<file path="src/rtl/decode_pkg.sv">
// RV32I decode-stage types: instruction classes, immediate formats, opcode/funct7 constants.
package decode_pkg;

  typedef enum logic [3:0] {
    CLS_LUI     = 4'd0,
    CLS_AUIPC   = 4'd1,
    CLS_JAL     = 4'd2,
    CLS_JALR    = 4'd3,
    CLS_BRANCH  = 4'd4,
    CLS_LOAD    = 4'd5,
    CLS_STORE   = 4'd6,
    CLS_OPIMM   = 4'd7,
    CLS_OP      = 4'd8,
    CLS_FENCE   = 4'd9,
    CLS_SYSTEM  = 4'd10,
    CLS_MULDIV  = 4'd11,
    CLS_ILLEGAL = 4'd12
  } opclass_t;

  typedef enum logic [2:0] {
    FMT_NONE  = 3'd0,
    FMT_I     = 3'd1,
    FMT_S     = 3'd2,
    FMT_B     = 3'd3,
    FMT_U     = 3'd4,
    FMT_J     = 3'd5,
    FMT_SHAMT = 3'd6
  } imm_fmt_t;

  localparam logic [6:0] OPCODE_LOAD   = 7'b0000011;
  localparam logic [6:0] OPCODE_OPIMM  = 7'b0010011;
  localparam logic [6:0] OPCODE_AUIPC  = 7'b0010111;
  localparam logic [6:0] OPCODE_STORE  = 7'b0100011;
  localparam logic [6:0] OPCODE_OP     = 7'b0110011;
  localparam logic [6:0] OPCODE_LUI    = 7'b0110111;
  localparam logic [6:0] OPCODE_BRANCH = 7'b1100011;
  localparam logic [6:0] OPCODE_JALR   = 7'b1100111;
  localparam logic [6:0] OPCODE_JAL    = 7'b1101111;
  localparam logic [6:0] OPCODE_FENCE  = 7'b0001111;
  localparam logic [6:0] OPCODE_SYSTEM = 7'b1110011;

  localparam logic [6:0] F7_BASE   = 7'b0000000;
  localparam logic [6:0] F7_ALT    = 7'b0100000;
  localparam logic [6:0] F7_MULDIV = 7'b0000001;

  typedef struct packed {
    logic [4:0]  rs1;
    logic [4:0]  rs2;
    logic [4:0]  rd;
    logic        rd_we;
    logic [31:0] imm;
    opclass_t    opclass;
    logic [2:0]  funct3;
    logic        alt;
    logic        illegal;
  } decode_t;

endpackage

</file>
<file path="src/rtl/imm_gen.sv">
// Combinational RV32I immediate generator; opcode bits [6:0] never contribute to an immediate.
module imm_gen
  import decode_pkg::*;
(
  input  logic [31:7] instr,
  input  logic [2:0]  fmt,
  output logic [31:0] imm
);

  always_comb begin
    imm = '0;
    case (fmt)
      FMT_I:     imm = {{20{instr[31]}}, instr[31:20]};
      FMT_S:     imm = {{20{instr[31]}}, instr[31:25], instr[11:7]};
      FMT_B:     imm = {{19{instr[31]}}, instr[31], instr[7], instr[30:25], instr[11:8], 1'b0};
      FMT_U:     imm = {instr[31:12], 12'b0};
      FMT_J:     imm = {{11{instr[31]}}, instr[31], instr[19:12], instr[20], instr[30:21], 1'b0};
      FMT_SHAMT: imm = {27'b0, instr[24:20]};
      default:   imm = '0;
    endcase
  end

endmodule

</file>
<file path="src/rtl/instruction_decoder.sv">
// Single-entry RV32I decode stage with valid/ready handshake and registered decoded fields.
// Optional DECODE_MULDIV_EN: decode OP with funct7=0000001 as MULDIV instead of illegal.
module instruction_decoder
  import decode_pkg::*;
#(
  parameter int unsigned PC_WIDTH = 32
) (
  input  logic                clk,
  input  logic                rst_n,
  input  logic                in_valid,
  output logic                in_ready,
  input  logic [31:0]         in_instr,
  input  logic [PC_WIDTH-1:0] in_pc,
  input  logic                flush,
  output logic                out_valid,
  input  logic                out_ready,
  output logic [PC_WIDTH-1:0] out_pc,
  output logic [4:0]          rs1_addr,
  output logic [4:0]          rs2_addr,
  output logic [4:0]          rd_addr,
  output logic                rd_we,
  output logic [31:0]         imm,
  output logic [3:0]          opclass,
  output logic [2:0]          funct3,
  output logic                alt,
  output logic                illegal
);

  logic                out_valid_q, out_valid_d;
  logic [PC_WIDTH-1:0] pc_q, pc_d;
  decode_t             dec_q, dec_d, dec_new;

  logic [6:0]  opc, f7;
  logic [2:0]  f3;
  opclass_t    cls;
  imm_fmt_t    fmt;
  logic        ill, alt_n, writes;
  logic [31:0] imm_new;

  imm_gen u_imm_gen (
    .instr (in_instr[31:7]),
    .fmt   (fmt),
    .imm   (imm_new)
  );

  always_comb begin
    opc   = in_instr[6:0];
    f3    = in_instr[14:12];
    f7    = in_instr[31:25];
    cls   = CLS_ILLEGAL;
    fmt   = FMT_NONE;
    ill   = 1'b0;
    alt_n = 1'b0;
    // All legal opcodes end in 2'b11, so a compressed/invalid low pair falls to default.
    case (opc)
      OPCODE_LUI:    begin cls = CLS_LUI;   fmt = FMT_U; end
      OPCODE_AUIPC:  begin cls = CLS_AUIPC; fmt = FMT_U; end
      OPCODE_JAL:    begin cls = CLS_JAL;   fmt = FMT_J; end
      OPCODE_JALR:   begin cls = CLS_JALR;  fmt = FMT_I; ill = (f3 != 3'd0); end
      OPCODE_BRANCH: begin cls = CLS_BRANCH; fmt = FMT_B; ill = (f3 == 3'd2) || (f3 == 3'd3); end
      OPCODE_LOAD:   begin cls = CLS_LOAD;  fmt = FMT_I; ill = (f3 == 3'd3) || (f3 >= 3'd6); end
      OPCODE_STORE:  begin cls = CLS_STORE; fmt = FMT_S; ill = (f3 > 3'd2); end
      OPCODE_OPIMM: begin
        cls = CLS_OPIMM;
        if (f3 == 3'b001 || f3 == 3'b101) begin
          fmt   = FMT_SHAMT;
          alt_n = in_instr[30];
          ill   = !((f7 == F7_BASE) || (f7 == F7_ALT && f3 == 3'b101));
        end else begin
          fmt = FMT_I;
        end
      end
      OPCODE_OP: begin
        cls = CLS_OP;
        if (f7 == F7_MULDIV) begin
`ifdef DECODE_MULDIV_EN
          cls = CLS_MULDIV;
`else
          ill = 1'b1;
`endif
        end else begin
          alt_n = in_instr[30];
          ill   = !((f7 == F7_BASE) || (f7 == F7_ALT && (f3 == 3'b000 || f3 == 3'b101)));
        end
      end
      OPCODE_FENCE:  cls = CLS_FENCE;
      OPCODE_SYSTEM: begin cls = CLS_SYSTEM; ill = (f3 != 3'd0); end
      default:       ill = 1'b1;
    endcase
    if (ill) begin
      cls   = CLS_ILLEGAL;
      alt_n = 1'b0;
    end

    dec_new         = '0;
    dec_new.opclass = cls;
    dec_new.imm     = imm_new;
    dec_new.rd      = in_instr[11:7];
    dec_new.funct3  = f3;
    dec_new.alt     = alt_n;
    dec_new.illegal = ill;
    case (cls)
      CLS_JALR, CLS_LOAD, CLS_OPIMM:           dec_new.rs1 = in_instr[19:15];
      CLS_BRANCH, CLS_STORE, CLS_OP, CLS_MULDIV: begin
        dec_new.rs1 = in_instr[19:15];
        dec_new.rs2 = in_instr[24:20];
      end
      default: ;
    endcase
    case (cls)
      CLS_LUI, CLS_AUIPC, CLS_JAL, CLS_JALR, CLS_LOAD,
      CLS_OPIMM, CLS_OP, CLS_MULDIV:           writes = 1'b1;
      default:                                 writes = 1'b0;
    endcase
    dec_new.rd_we = writes && (in_instr[11:7] != 5'd0);
  end

  assign in_ready = (!out_valid_q || out_ready) && !flush;

  always_comb begin
    out_valid_d = out_valid_q;
    pc_d        = pc_q;
    dec_d       = dec_q;
    if (flush) begin
      out_valid_d = 1'b0;
    end else if (in_valid && in_ready) begin
      out_valid_d = 1'b1;
      pc_d        = in_pc;
      dec_d       = dec_new;
    end else if (out_valid_q && out_ready) begin
      out_valid_d = 1'b0;
    end
  end

  always_ff @(posedge clk or negedge rst_n) begin
    if (!rst_n) begin
      out_valid_q <= 1'b0;
      pc_q        <= '0;
      dec_q       <= '0;
    end else begin
      out_valid_q <= out_valid_d;
      pc_q        <= pc_d;
      dec_q       <= dec_d;
    end
  end

  assign out_valid = out_valid_q;
  assign out_pc    = pc_q;
  assign rs1_addr  = dec_q.rs1;
  assign rs2_addr  = dec_q.rs2;
  assign rd_addr   = dec_q.rd;
  assign rd_we     = dec_q.rd_we;
  assign imm       = dec_q.imm;
  assign opclass   = dec_q.opclass;
  assign funct3    = dec_q.funct3;
  assign alt       = dec_q.alt;
  assign illegal   = dec_q.illegal;

endmodule

</file>
<file path="config.mk">
export PLATFORM = sky130hd
export DESIGN_NAME = instruction_decoder
export DESIGN_NICKNAME = d
export VERILOG_FILES = /design/src/rtl/decode_pkg.sv /design/src/rtl/imm_gen.sv /design/src/rtl/instruction_decoder.sv
export SDC_FILE = /design/constraint.sdc
export NUM_CORES = 1
export LEC_CHECK = 0
export BUFFER_PORTS_ARGS = -buffer_cell sky130_fd_sc_hd__buf_2
export CAP_MARGIN = 20
export CORE_MARGIN = 2
export CORE_UTILIZATION = 32
export DETAILED_ROUTE_END_ITERATION = 12
export GPL_TIMING_DRIVEN = 0
export HOLD_SLACK_MARGIN = 0.1
export PLACE_DENSITY = 0.58
export REMOVE_ABC_BUFFERS = 1
export SYNTH_ARGS = -nofsm -noshare
export SYNTH_HDL_FRONTEND = slang
export SYNTH_SLANG_ARGS = --single-unit
</file>
<file path="constraint.sdc">
create_clock -name clk -period 2.15 [get_ports clk]
set_clock_uncertainty 0.2 [all_clocks]
set_input_delay 0.1075 -clock clk [delete_from_list [all_inputs] [get_ports clk]]
set_output_delay 0.1075 -clock clk [all_outputs]
set_load 0.005 [all_outputs]
</file>
# Word level (Yosys, flattened, before mapping)
# Memory sizes are Yosys's and may differ from the RTL's.
# Cells that the tools add are included.
word_totals:
  input_bits: 69
  rom_bits: 16
  mem_bits_rw: 0
  n_memories: 1
  ff_bits: 90
  latchBits: 0
memory_table:
  columns: ["memory", "depth", "word_bits", "rd", "rd_clocked_by_memory_dff", "wr", "line", "rtl"]
  rows:
  - ["(no name shown)", 16, 1, 1, 0, 0, "instruction_decoder.sv:110", "case (cls)"]
op_classes:
  multipliers: 0
  order_cmp: 2
  n_eq_ne: 30
  muxes: 17
  shift: 0
  reduce_logical: 29
  add_sub_neg: 0
  bitwise_logic: 1
  n_div: 0
ops:
  columns: ["cell", "n"]
  rows:
  - ["32-bit case mux with 6 select lines", 1]
  - ["4-bit case mux with 11 select lines", 1]
  - ["7-bit by 6-bit equality test with 1-bit output (second input constant)", 4]
  - ["7-bit equality test (second input constant)", 4]
  - ["3-bit case mux with 6 select lines", 1]
  - ["4-bit by 3-bit equality test with 1-bit output (second input constant)", 4]
  - ["7-bit by 5-bit equality test with 1-bit output (second input constant)", 2]
  - ["3-bit by 2-bit equality test with 1-bit output (second input constant)", 4]
  - ["3-bit equality test (second input constant)", 4]
  - ["5-bit two-way mux", 2]
  - ["4-bit equality test (second input constant)", 2]
  - ["1-bit two-way mux", 8]
  - ["4-bit OR reduction", 2]
  - ["7-bit by 1-bit equality test with 1-bit output (second input constant)", 1]
  - ["7-bit by 2-bit equality test with 1-bit output (second input constant)", 1]
  - ["7-bit by 4-bit equality test with 1-bit output (second input constant)", 1]
  - ["7-bit zero test", 1]
  - ["1-bit logical OR", 7]
  - ["1-bit case mux with 7 select lines", 1]
  - ["7-bit OR reduction", 1]
  - ["3-bit by 1-bit equality test with 1-bit output (second input constant)", 2]
  - ["1-bit logical AND", 6]
  - ["3-bit nonzero test", 2]
  - ["2-bit OR reduction", 3]
  - ["11 further kinds", 14]

# Longest topological paths before layout
# Gate-level depths: netlist of run 1.
logic_depth:
  ltp_word: 11
  ltp_mapped: 12

# Cells and area by module
# A second synthesis of run 1 with hierarchy kept.
unflattened:
  hier_cells: 516
  hier_area_um2: 4419.2
by_module_without_submodules:
  columns: ["mod", "cells_per_inst", "n_inst", "area_per_inst_um2"]
  rows:
  - ["instruction_decoder", 449, 1, 4000.1]
  - ["imm_gen", 67, 1, 419.2]

# Least setup slack after synthesis of run 1
# OpenSTA, ideal clock, no wires.
synth_timing:
  path_type: "input-to-reg"
  start: "input port in_instr[3]"
  end: "register dec_q (netlist bit rs2_addr[0])"
  slack_ns: -0.408
  arrival_ns: 2.237
  n_path_buf: 1
  path_stages: 12
  setup_time_ns: 0.121
  required_ns: 1.829
  path_cell_list: "buf_4 -> or3b_4 -> o22ai_2 -> a32oi_1 -> a41o_1 -> nor2_1 -> nand2_1 -> ha_1 -> mux2_2 -> o211ai_2 -> nor3_2 -> a22o_1"
synth_between:
  elab_chain_len: 7
synth_lines:
  columns: ["element", "line", "rtl"]
  rows:
  - ["start, declared", "instruction_decoder.sv:12", "input logic [31:0] in_instr,"]
  - ["7-bit by 4-bit equality test with 1-bit output (tied with other cells)", "instruction_decoder.sv:55", "case (opc)"]
  - ["4-bit OR reduction (no source line) / 2-bit OR reduction (equally long branches)", null, null]
  - ["1-bit case mux with 7 select lines", "instruction_decoder.sv:55", null]
  - ["4-bit two-way mux *", "instruction_decoder.sv:90", "if (ill) begin"]
  - ["4-bit by 3-bit equality test with 1-bit output / 4-bit equality test (equally long branches)", "instruction_decoder.sv:102", "case (cls)"]
  - ["4-bit OR reduction *", "instruction_decoder.sv:102", null]
  - ["5-bit two-way mux *", "instruction_decoder.sv:102", null]
  - ["end signal, assigned", "instruction_decoder.sv:139", "dec_q <= '0;"]
  - ["end signal, assigned", "instruction_decoder.sv:143", "dec_q <= dec_d;"]
  - ["end, declared", "instruction_decoder.sv:31", "decode_t dec_q, dec_d, dec_new;"]
# Every way passes the cells marked *; elsewhere a longest branch is shown, timed or not.
# A chain may end at the register's enable or synchronous reset.

# Worst setup path in the final report of run 1
layout_timing:
  start: "input port in_instr[14]"
  end: "register dec_q (netlist bit rs2_addr[2])"
layout_between:
  elab_chain_len: 11
layout_lines:
  columns: ["element", "line", "rtl"]
  rows:
  - ["3-bit equality test / 3-bit zero test (equally long branches)", "instruction_decoder.sv:65, instruction_decoder.sv:68, instruction_decoder.sv:83", null]
  - ["1-bit logical OR", "instruction_decoder.sv:83", "ill = !((f7 == F7_BASE) || (f7 == F7_ALT && (f3 == 3'b000 || f3 == 3'b101)));"]
  - ["1-bit logical AND", "instruction_decoder.sv:83", null]
  - ["1-bit logical OR", "instruction_decoder.sv:83", null]
  - ["1-bit zero test", "instruction_decoder.sv:83", null]
  - ["1-bit two-way mux", "instruction_decoder.sv:75", "if (f7 == F7_MULDIV) begin"]
  - ["1-bit case mux with 7 select lines *", "instruction_decoder.sv:55", null]
  - ["4-bit two-way mux *", "instruction_decoder.sv:90", null]
  - ["net cls[1]", "instruction_decoder.sv:35", "opclass_t cls;"]
  - ["4-bit by 3-bit equality test with 1-bit output / 4-bit equality test (equally long branches)", "instruction_decoder.sv:102", null]
  - ["4-bit OR reduction *", "instruction_decoder.sv:102", null]
  - ["5-bit two-way mux *", "instruction_decoder.sv:102", null]
# Mark *: on every way through the listed nets, which the timed path passes. The rest lies on a longest branch.

==> results by group, run 1 <==
Floorplan
  – Boundary Pins: 160
  – Starting Density: 0.326
  – Area of the die: approximately 14000 um2
  – Core box area: between 10000 and 15000 um2
  – Die Y: around 120 um
  – Site Rows: ~40
  – Die width: ~120 um

CTS
  – Clk Latency, worst-skew pair: between 0.3 and 0.4 ns
  – CTS tree: built
  – Root Driver: clkbuf_16
  – Clock sink count: 90
  – CTS max path bufs: 2
  – Clock slew at reported path FFs: ~0.060 ns
  – Num CTS Buffers: 9
  – H-Tree Depth: 3

Pwr
  – Total power: between 4000 and 5000 uW
  – Power Density: 634 nW/um2
  – Leak Pwr: approximately 0.0033 uW
  – Peak VDD IR: 0.000325 V

Place
  – Routability Congestion: roughly 0.84
  – Post-DP Area: 5060 um2
  – Hpwl dp: just over 8000 um
  – IO buf count: 159

Timing
  – Final WS setup: -0.140 ns
  – Pins Over Slew Limit: 0
  – Min Clock Period, post-route: roughly 2.3 ns
  – Fin crit share: 1.07
  – # setup viols final: 10
  – Slew @ Worst Pin: 0.654 ns
  – Slew headroom: 0.559
  – Hold Fails Final Rpt: 0
  – Unrepaired setup endpoints after global routing: yes
  – Fmax: roughly 440 MHz

Setup path
  – Critical Path Sink Type: register
  – Max Fanout on Critical Path: 6
  – WS Path Type: in -> reg
  – Req. time, crit path: 2.22 ns
  – CP Launch Type: primary input
  – Arr. time, crit path: between 2 and 2.5 ns

Worst hold path
  – Worst hold path type: in -> reg

Global route
  – All-Layer GR Usage: 0.184
  – Largest net degree at the start of global routing: 58
  – GR Overflow Total: 0
  – Initial antenna violation count: 0
  – Vias in the first global route: 3862
  – First-pass GRT wire length: around 19000 um

Route
  – WL final: between 10000 and 15000 um
  – DR WL/cell: about 16 um
  – Iteration-0 DRC Markers: 290
  – First-pass DRT Iterations: 4
  – Via count: 4104
  – DRT antenna net count: 0
  – Vias per inst: between 4 and 5
  – Residual DRC: 0

Final layout
  – Area Overhead vs Synth: 57.8%
  – Nets: 731
  – Layout cells sized above 1: 0.362
  – Finished Cell Area: roughly 6500 um2
  – N_diodes: 0

Run status
  – Status: finished, violations left
  – Failing checks: negative setup slack

Synthesis
  – Seq/Total Area, Yosys: 0.550
  – Mapped Cells: 421
  – #FFs+latches synth: 90
  – Library cells used by synthesis: 54
  – Syn Std Cell Area: 4100 um2
  – Syn. warnings: 0
  – Syn avg cell area: ~9.7 um2
  – Post-synth EDFFs: 0
  – Primary FF master, synth: dfrtp_1
  – Ys async rst share: 1.00

Run
  – Max-cap violations: 0
## path summary, 6_finish.rpt
path / start / end / slack, ns / depth (start not counted)
hold reg to reg: out_pc[8] / out_pc[8] / 0.27 / 2
max in group asynchronous: rst_n / imm[9] / 0.49 / 4
min in group asynchronous: rst_n / out_pc[27] / 0.62 / 3
hold / removal: in_instr[4] / imm[11] / 0.16 / 5
setup / recovery: in_instr[14] / rs2_addr[2] / -0.14 / 12
setup reg to reg: out_valid / rs2_addr[2] / 0 / 5
## registers in the layout, indices dropped and copies added, names as in the netlist
signal,flops
opclass,4
out_valid,1
rd_addr,5
rs1_addr,5
funct3,3
illegal,1
rs2_addr,5
imm,32
out_pc,32
rd_we,1
alt,1
## layout by cell type (no fill, tap or decap), types with 3 or more instances in the layout
master,instances
buf_12,5
dfrtp_1,90
a22o_1,14
nand2_1,141
o21ai_0,12
nor2_4,3
nand3_1,6
a21oi_1,6
buf_2,152
buf_4,24
a22oi_1,5
dlygate4sd3_1,64
a221o_1,19
clkbuf_16,9
nor3_4,3
ha_4,3
nor2_1,15
inv_1,7
a32o_1,7
## cell usage after synthesis (2+ instances only)
cell type | count | area share
nand2_1 | 142 | 0.13
dfrtp_1 | 90 | 0.55
a221o_1 | 19 | 0.046
nor2_1 | 17 | 0.016
a22o_1 | 14 | 0.030
clkbuf_1 | 14 | 0.013
o21ai_0 | 14 | 0.017
a21oi_1 | 10 | 0.012
a32o_1 | 7 | 0.017
inv_1 | 7 | 0.0064
nand3_1 | 7 | 0.0086
a22oi_1 | 5 | 0.0092
buf_1 | 5 | 0.0046
nand2b_1 | 5 | 0.0076
nor2b_1 | 5 | 0.0076
and2_1 | 4 | 0.0061
buf_4 | 4 | 0.0073
ha_1 | 4 | 0.012
and3_1 | 3 | 0.0046
buf_2 | 3 | 0.0037
a21o_1 | 2 | 0.0037
a31oi_1 | 2 | 0.0031
a32oi_1 | 2 | 0.0043
nand4_1 | 2 | 0.0031
nor3_4 | 2 | 0.0079
o22ai_1 | 2 | 0.0031
o31ai_1 | 2 | 0.0037
xor2_1 | 2 | 0.0043
## metrics by stage
step           setup WS [ns]   util  TNS (ns)  cells  hold WS [ns]
5_1_grt               -0.192  0.514     -1.42    835         0.196
4_1_cts              -0.0963  0.503    -0.756    825         0.169
3_5_place_dp          -0.944  0.403    -25.36    728       -0.0982
3_3_place_gp           -3.08  0.397   -198.20    726        0.0926
6_report              -0.140  0.514    -0.803    835         0.164
2_1_floorplan          -1.49      -    -81.76    395        -0.388
## critical path, cell delays in order
cell and delay (ns):
buf_8 0.11, or3b_4 0.40, a21oi_4 0.17, nand3b_1 0.18
a21oi_4 0.08, nor2_4 0.16, and2_4 0.21, ha_4 0.14
mux2_4 0.16, o211ai_4 0.08, nor3_4 0.37, a22o_1 0.19
## area by class of cell
class,instances,area (um2)
inverter,7,26.3
tap,172,215
multi-input combinational,299,1900
clock inverter,5,37.5
fill,1160,6100
timing repair buffer,251,1780
clock buffer,11,253
sequential,90,2250
## power by group
group	internal (uW)	switching [uW]	total, uW	leakage (uW)
clock	851	660	1510	0.000138
sequential	1820	65.8	1890	0.00118
combinational	349	353	702	0.00200
## routing by layer
layer | vias to the layer above | GRT usage | wire (um)
met2 | 131 | 0.308 | 6430
li1 | 1950 | - | -
met3 | 20 | 0.0407 | 688
met5 | - | 0 | 0
met4 | 0 | 0.0620 | 259
met1 | 2003 | 0.235 | 5730
## cell families (layout without fill, tap and decap cells)
| logic type | after synthesis | after routing | synth area share |
|---|---|---|---|
| mux | 1 | 1 | 0.00275 |
| simple gates | 200 | 201 | 0.220 |
| xor+xnor | 3 | 3 | 0.00642 |
| fa+ha+maj | 4 | 4 | 0.0122 |
| compound gates | 90 | 90 | 0.174 |
| flops | 90 | 90 | 0.550 |
| buf+inv | 33 | 274 | 0.0348 |
## timing repair
action,in CTS,in global routing
resized for setup,43,18
buffers inserted,16,10
endpoints found under the setup margin,41,25
pin swaps,14,13
gates cloned,1,0
hold endpoints to repair,174,0
hold buffers,64,0
Note: power is estimated with default switching activity, not from simulation.
==> run 2: changes to the inputs <==
--- a/config.mk
+++ b/config.mk
@@ -9,10 +9,10 @@
 export CAP_MARGIN = 20
 export CORE_MARGIN = 2
 export CORE_UTILIZATION = 32
+export CTS_CLUSTER_SIZE = 30
 export DETAILED_ROUTE_END_ITERATION = 12
 export GPL_TIMING_DRIVEN = 0
 export HOLD_SLACK_MARGIN = 0.1
-export PLACE_DENSITY = 0.58
 export REMOVE_ABC_BUFFERS = 1
 export SYNTH_ARGS = -nofsm -noshare
 export SYNTH_HDL_FRONTEND = slang
==> run 2 against run 1 <==
The run still ends with negative setup slack left. Setup slack improved by 0.054 ns. Sequential power is essentially flat. Power rose by 3.7%. Register-to-register slack better by 0.11 ns. Maximum frequency rose by 2.4%. Largest cell class unchanged. Clock-buffer cell count up 2. Global-route usage grew 0.79 points. Core utilization is 0.13 points higher. Hold slack got worse by 0.049 ns. Die area stayed put. Cell area up 0.25%.
==> results by group, run 2 (synthesis gave the netlist of run 1 again) <==
Run status
  – Status: finished, violations left
  – Failing checks: negative setup slack

Timing
  – Pins Over Slew Limit: 0 (unchanged)
  – Final WS setup: -0.0855 ns (+0.0544 ns)
  – Setup TNS Final: -0.344 ns (+0.459 ns)
  – Min Clock Period, post-route: 2.24 ns (-0.0544 ns)
  – Fin crit share: 1.04 (-0.0253)
  – Unrepaired setup endpoints after global routing: yes
  – # setup viols final: 5 (-5)
  – Slew @ Worst Pin: 0.686 ns (+0.0312 ns)
  – Hold Fails Final Rpt: 0 (unchanged)
  – Fmax: 447 MHz (+2.4%)
  – Slew headroom: 0.539 (-0.0197)

Final layout
  – Layout cells sized above 1: 0.355 (-0.00701)
  – N_diodes: 0 (unchanged)
  – Area Overhead vs Synth: 58.2%
  – Finished Cell Area: 6480 um2 (+0.25%)
  – Final core occ: 0.516 (+0.00129)
  – Nets: 730 (-0.14%)
  – Commonest non-fill, non-tap cell in the layout: buf_2
  – Most frequent cells in the layout: 152 x buf_2, 141 x nand2_1, 90 x dfrtp_1

Setup path
  – Crit-path max cell delay: 0.40 ns (about the same)
  – Worst Reg-to-Reg Cells: 8 (+3)
  – Req. time, crit path: 2.22 ns (about the same)
  – WS Path Type: in -> reg
  – Crit-path cells: buf_12, or3b_4, o22ai_2, a32oi_2, a41o_2, nor2_4, and2_4, ha_4, mux2_4, o211ai_4, nor3_4, a22o_1
  – Max Fanout on Critical Path: 5 (-1)
  – Slowest CP cell: or3b_4
  – R2R Setup Slk: 0.11 ns (+0.11 ns)
  – Critical R2R Capture: imm[22]
  – CP Launch Type: primary input
  – Worst R2R Start: out_valid
  – Critical Path Sink Type: register
  – Arr. time, crit path: 2.30 ns (-0.06 ns)

Pwr
  – Peak VDD IR: 0.000416 V (+28%)
  – Total power: 4250 uW (+3.7%)
  – Power Density: 656 nW/um2 (+3.4%)
  – Leak Pwr: 0.00333 uW (+0.59%)

Floorplan
  – Site Rows: 41 (unchanged)
  – Core box area: 12600 um2 (unchanged)
  – Die Y: 117 um (unchanged)
  – Area of the die: 13700 um2 (unchanged)
  – Starting Density: 0.326 (unchanged)
  – Boundary Pins: 160 (unchanged)
  – Die width: 117 um (unchanged)

CTS
  – CTS tree: built
  – Clk Latency, worst-skew pair: 0.33 ns (about the same)
  – Clock slew at reported path FFs: 0.07 ns (about the same)
  – Num CTS Buffers: 9 (unchanged)
  – Root Driver: clkbuf_16
  – H-Tree Depth: 3 (unchanged)
  – Clock sink count: 90 (unchanged)
  – CTS max path bufs: 2 (unchanged)

Global route
  – Largest net degree at the start of global routing: 68 (+17%)
  – Initial antenna violation count: 0 (unchanged)
  – First-pass GRT wire length: 20300 um (+4.7%)
  – Vias in the first global route: 3987 (+3.2%)
  – GR Overflow Total: 0 (unchanged)
  – All-Layer GR Usage: 0.192 (+0.00789)

Route
  – First-pass DRT Iterations: 4 (unchanged)
  – Residual DRC: 0 (unchanged)
  – WL final: 13500 um (+2.7%)
  – DRT antenna net count: 0 (unchanged)
  – DR WL/cell: 16.1 um (+2.8%)
  – Via count: 4130 (+0.63%)
  – Vias per inst: 4.95 (+0.75%)
  – Iteration-0 DRC Markers: 255 (-12%)

Place
  – Setup WS pre-CTS: -0.955 ns (-0.0112 ns)
  – Post-DP Area: 5060 um2 (unchanged)
  – Routability Congestion: 0.870 (+3.7%)
  – IO buf count: 159 (unchanged)
  – Hpwl dp: 8240 um (+0.39%)

Worst hold path
  – Worst hold path type: in -> async

Run
  – Max-cap violations: 0 (unchanged)
-- run 2: worst max-delay path, delay by kind of cell --
family,cells,cell delay [ns]
compound gates,5,0.75
buf+inv,1,0.10
fa+ha+maj,1,0.13
simple gates,4,1.05
mux,1,0.15
-- run 2: report_power, final --
part           total [uW]  internal (uW)  switching [uW]
clock                1650           1000             652
sequential           1890           1820            66.0
combinational         712            354             358
-- run 2: cell type report --
type / instances / area [um2]
Inverter: 7 / 26.3
Clock inverter: 3 / 46.3
Clock buffer: 13 / 270
Timing Repair Buffer: 249 / 1780
Tap cell: 172 / 215
Sequential cell: 90 / 2250
Multi-Input combinational cell: 300 / 1900
Fill cell: 1119 / 6090
-- run 2: worst max path at each step --
stage          slack [ns]  depth (start not counted)           to         start
3_5_place_dp        -0.96                         12  rs2_addr[1]   in_instr[3]
3_3_place_gp        -3.06                          6      imm[27]     out_valid
4_1_cts             -0.10                         12  rs2_addr[1]   in_instr[4]
6_report            -0.09                         12  rs2_addr[1]   in_instr[4]
2_1_floorplan       -1.49                          6      imm[20]     out_valid
5_1_grt             -0.14                         12  rs2_addr[1]  in_instr[14]
-- run 2: repair_timing --
| item | in CTS | in global routing |
|---|---|---|
| endpoints found under the hold margin | 174 | 0 |
| hold buffers | 66 | 0 |
| endpoints found under the setup margin | 41 | 35 |
| gates cloned | 2 | 0 |
| resized for setup | 40 | 18 |
| pin swaps | 17 | 18 |
| buffers inserted | 17 | 4 |
-- run 2: per-layer routing --
layer | GRT usage | vias to the layer above | routed length (um)
met2 | 0.331 | 139 | 6810
met5 | 0 | - | 0
met3 | 0.0304 | 14 | 730
met1 | 0.242 | 2031 | 5710
met4 | 0.0690 | 0 | 212
li1 | - | 1946 | -
-- run 2: per-stage QoR --
step           instances  hold slack, ns
6_report             834           0.115
5_1_grt              834           0.164
2_1_floorplan        395          -0.388
3_3_place_gp         726          0.0894
3_5_place_dp         728          -0.156
4_1_cts              829           0.130
==> run 3: changes to the inputs <==
--- a/config.mk
+++ b/config.mk
@@ -5,14 +5,16 @@
 export SDC_FILE = /design/constraint.sdc
 export NUM_CORES = 1
 export LEC_CHECK = 0
+export ABC_AREA = 1
 export BUFFER_PORTS_ARGS = -buffer_cell sky130_fd_sc_hd__buf_2
 export CAP_MARGIN = 20
 export CORE_MARGIN = 2
-export CORE_UTILIZATION = 32
+export CORE_UTILIZATION = 47
 export CTS_CLUSTER_SIZE = 30
 export DETAILED_ROUTE_END_ITERATION = 12
 export GPL_TIMING_DRIVEN = 0
 export HOLD_SLACK_MARGIN = 0.1
+export PLACE_DENSITY = 0.77
 export REMOVE_ABC_BUFFERS = 1
 export SYNTH_ARGS = -nofsm -noshare
 export SYNTH_HDL_FRONTEND = slang
==> run 3 against run 2 <==
The flow now finishes without violations. Sequential share of layout area grew 1.5 points. Core utilization grew 20 points. Synthesized cell count grew 25%. Hold slack gained 0.018 ns. Global-route usage grew 6.8 points. Power shrank 10%.
==> results by group, run 3 <==
Global route
  – All-Layer GR Usage: 0.259 (+0.0676)
  – GR Overflow Total: 0 (unchanged)
  – Initial antenna violation count: 0 (unchanged)
  – Largest net degree at the start of global routing: 73 (+7.4%)
  – Vias in the first global route: 4365 (+9.5%)
  – First-pass GRT wire length: 20400 um (+0.44%)

Synthesis
  – Library cells used by synthesis: 31 (-43%)
  – Syn avg cell area: 7.97 um2 (-18%)
  – Seq/Total Area, Yosys: 0.537 (-0.0126)
  – Synth area leaders: dfrtp_1 54%, nand2_1 22%, o21ai_0 3.9%
  – #FFs+latches synth: 90 (unchanged)
  – Post-synth top cells: 244 x nand2_1, 90 x dfrtp_1, 33 x o21ai_0
  – Syn Std Cell Area: 4190 um2 (+2.4%)
  – Primary FF master, synth: dfrtp_1
  – Ys async rst share: 1.00 (unchanged)
  – Post-synth EDFFs: 0 (unchanged)
  – Most numerous cell in the Yosys netlist: nand2_1
  – Syn. warnings: 0 (unchanged)
  – Leading area contributor after synthesis: dfrtp_1
  – Post-synth top area share: 0.537 (-0.0126)
  – Mapped Cells: 526 (+25%)

Route
  – DRT antenna net count: 0 (unchanged)
  – Residual DRC: 0 (unchanged)
  – First-pass DRT Iterations: 5 (+1)
  – DR WL/cell: 14.6 um (-9.2%)
  – Vias per inst: 5.06 (+2.1%)
  – Iteration-0 DRC Markers: 223 (-13%)
  – WL final: 12700 um (-5.5%)
  – Via count: 4390 (+6.3%)

Setup path
  – WS Path Type: in -> reg
  – CP top delay family: simple AND/OR/NAND/NOR gates
  – Req. time, crit path: 2.20 ns (-0.02 ns)
  – Crit-path cells: clkbuf_4, nor2_4, nand2_2, inv_2, nand2_1, nand2_1, a211oi_1, nor2_4, ha_1, o21a_1, nand2_1, nand2_4, nand3_1, nand2_1
  – CP bufs+invs: 2 (+1)
  – Critical Path Sink Type: register
  – Crit-path max cell delay: 0.49 ns (+0.09 ns)
  – Crit path capture: rs2_addr[2]
  – Slowest CP cell: a211oi_1
  – Worst R2R Start: out_valid
  – Arr. time, crit path: 2.12 ns (-0.18 ns)
  – Top cell by count, worst path: nand2_1
  – Critical path depth: 14 (+2)
  – Critical R2R Capture: rd_we
  – Worst Reg-to-Reg Cells: 8 (unchanged)
  – Setup crit start: in_instr[5]
  – R2R Setup Slk: 0.12 ns (about the same)
  – Max Fanout on Critical Path: 6 (+1)
  – CP Launch Type: primary input

CTS
  – Clock sink count: 90 (unchanged)
  – CTS max path bufs: 2 (unchanged)
  – H-Tree Depth: 3 (unchanged)
  – Root Driver: clkbuf_8
  – CTS tree: built
  – Num CTS Buffers: 9 (unchanged)
  – Clk Latency, worst-skew pair: 0.35 ns (+0.02 ns)
  – Clock slew at reported path FFs: 0.09 ns (+0.02 ns)

Pwr
  – Power Density: 612 nW/um2 (-6.7%)
  – Clock share of power: 0.304 (-0.085)
  – Leak Pwr: 0.00353 uW (+6.0%)
  – Peak VDD IR: 0.000436 V (+4.7%)
  – Power Internal: 2720 uW (-14%)
  – Comb pwr share: 0.190 (+0.022)
  – Sequential fraction of design power: 0.506 (+0.062)
  – Sw frac: 0.286 (+0.0326)
  – P_sw: 1090 uW (+1.1%)

Timing
  – Setup TNS Final: 0 ns (+0.344 ns)
  – Fin crit share: 0.964 (-0.0758)
  – Pins Over Slew Limit: 0 (unchanged)
  – Final WS setup: 0.0776 ns (+0.163 ns)
  – # setup viols final: 0 (-5)
  – Fmax: 483 MHz (+7.9%)
  – Slew @ Worst Pin: 0.539 ns (-0.146 ns)
  – WHS: 0.134 ns (+0.0184 ns)
  – Slew headroom: 0.638 (+0.0989)
  – Hold Fails Final Rpt: 0 (unchanged)
  – Min Clock Period, post-route: 2.07 ns (-0.163 ns)

Run status
  – Status: finished, final reports clean

Final layout
  – Area taken by multi-input logic gates: 1890 um2 (-0.33%)
  – Area Overhead vs Synth: 48.4%
  – FILL cells: 663 (-41%)
  – Commonest non-fill, non-tap cell in the layout: nand2_1
  – N_diodes: 0 (unchanged)
  – Most frequent cells in the layout: 239 x nand2_1, 156 x buf_2, 90 x dfrtp_1
  – Reg area: 2250 um2 (unchanged)
  – Layout cells sized above 1: 0.308 (-0.0471)
  – Nets: 828 (+13%)

Floorplan
  – Site Rows: 34 (-17%)
  – Starting Density: 0.483 (+0.157)
  – Core box area: 8680 um2 (-31%)
  – Die width: 98.5 um (-16%)
  – Die Y: 98.5 um (-16%)
  – Area of the die: 9690 um2 (-29%)
  – Boundary Pins: 160 (unchanged)

Place
  – Setup WS pre-CTS: -0.766 ns (+0.189 ns)
  – Routability Congestion: 0.902 (+3.6%)
  – IO buf count: 159 (unchanged)
  – Hpwl dp: 7900 um (-4.1%)

Worst hold path
  – Worst hold path type: in -> reg

Run
  – Max-cap violations: 0 (unchanged)
[run 3: final cells by class]
class	count	share of cell area
Timing Repair Buffer	237	0.259
Clock inverter	7	0.0111
Clock buffer	9	0.0199
Inverter	35	0.0227
Tap cell	108	0.0217
Sequential cell	90	0.362
Multi-Input combinational cell	382	0.304
[run 3: worst min path at each step]
stage                 to  depth (start not counted)   startpoint  slack [ns]
2_1_floorplan        alt                          0        rst_n       -0.39
3_5_place_dp     imm[25]                          1        rst_n       -0.12
3_3_place_gp   out_valid                          2        flush        0.08
5_1_grt          imm[11]                          6  in_instr[6]        0.18
6_report         imm[11]                          7  in_instr[6]        0.13
4_1_cts          imm[11]                          7  in_instr[6]        0.11
[run 3: what timing repair did]
action | in CTS | in global routing
endpoints found under the hold margin | 175 | 6
gates resized for setup | 19 | 26
pin swaps | 6 | 6
cloned | 0 | 1
hold buffers | 67 | 1
endpoints found under the setup margin | 65 | 14
buffers inserted | 5 | 3
[run 3: logic make-up (layout without fill, tap and decap cells)]
group / after synthesis / count (layout) / share of synthesized area
simple gates: 308 / 309 / 0.299
flops: 90 / 90 / 0.537
compound gates: 69 / 69 / 0.101
buf+inv: 55 / 288 / 0.0513
fa+ha+maj: 4 / 4 / 0.0119
[run 3: worst reg2reg max path, cell delays in order (launching register included)]
cell and delay [ns]:
dfrtp_1 0.39, nand2_1 0.08, inv_1 0.07, nor2_4 0.21, nand2_8 0.18, buf_16 0.26
a31oi_1 0.26, nand2_1 0.11, o21ai_0 0.19
[run 3: power by group through the flow]
stage | registers, uW | logic [uW] | clock network, uW
finish | 1930 | 724 | 1160
global route | 1940 | 809 | 1250
CTS | 1920 | 693 | 1190
detailed placement | 1950 | 589 | 0
global placement | 1950 | 561 | 0
floorplan | 1970 | 226 | 0
[run 3: per-stage QoR]
step	instance area (um2)	instances	util	total power [uW]
after floorplan	4110	506	-	2190
after global placement	5040	773	0.581	2510
after detailed placement	5100	775	0.588	2540
final	6220	868	0.717	3810
after global routing	6220	868	0.717	4000
after CTS	6080	863	0.701	3800
[run 3: per-layer routing]
metal | global-route usage | vias to the layer above | part of all wire
li1 | - | 2108 | -
met1 | 0.319 | 2067 | 0.39
met2 | 0.455 | 186 | 0.51
met3 | 0.0709 | 29 | 0.078
met4 | 0.0632 | 0 | 0.018
met5 | 0 | - | 0
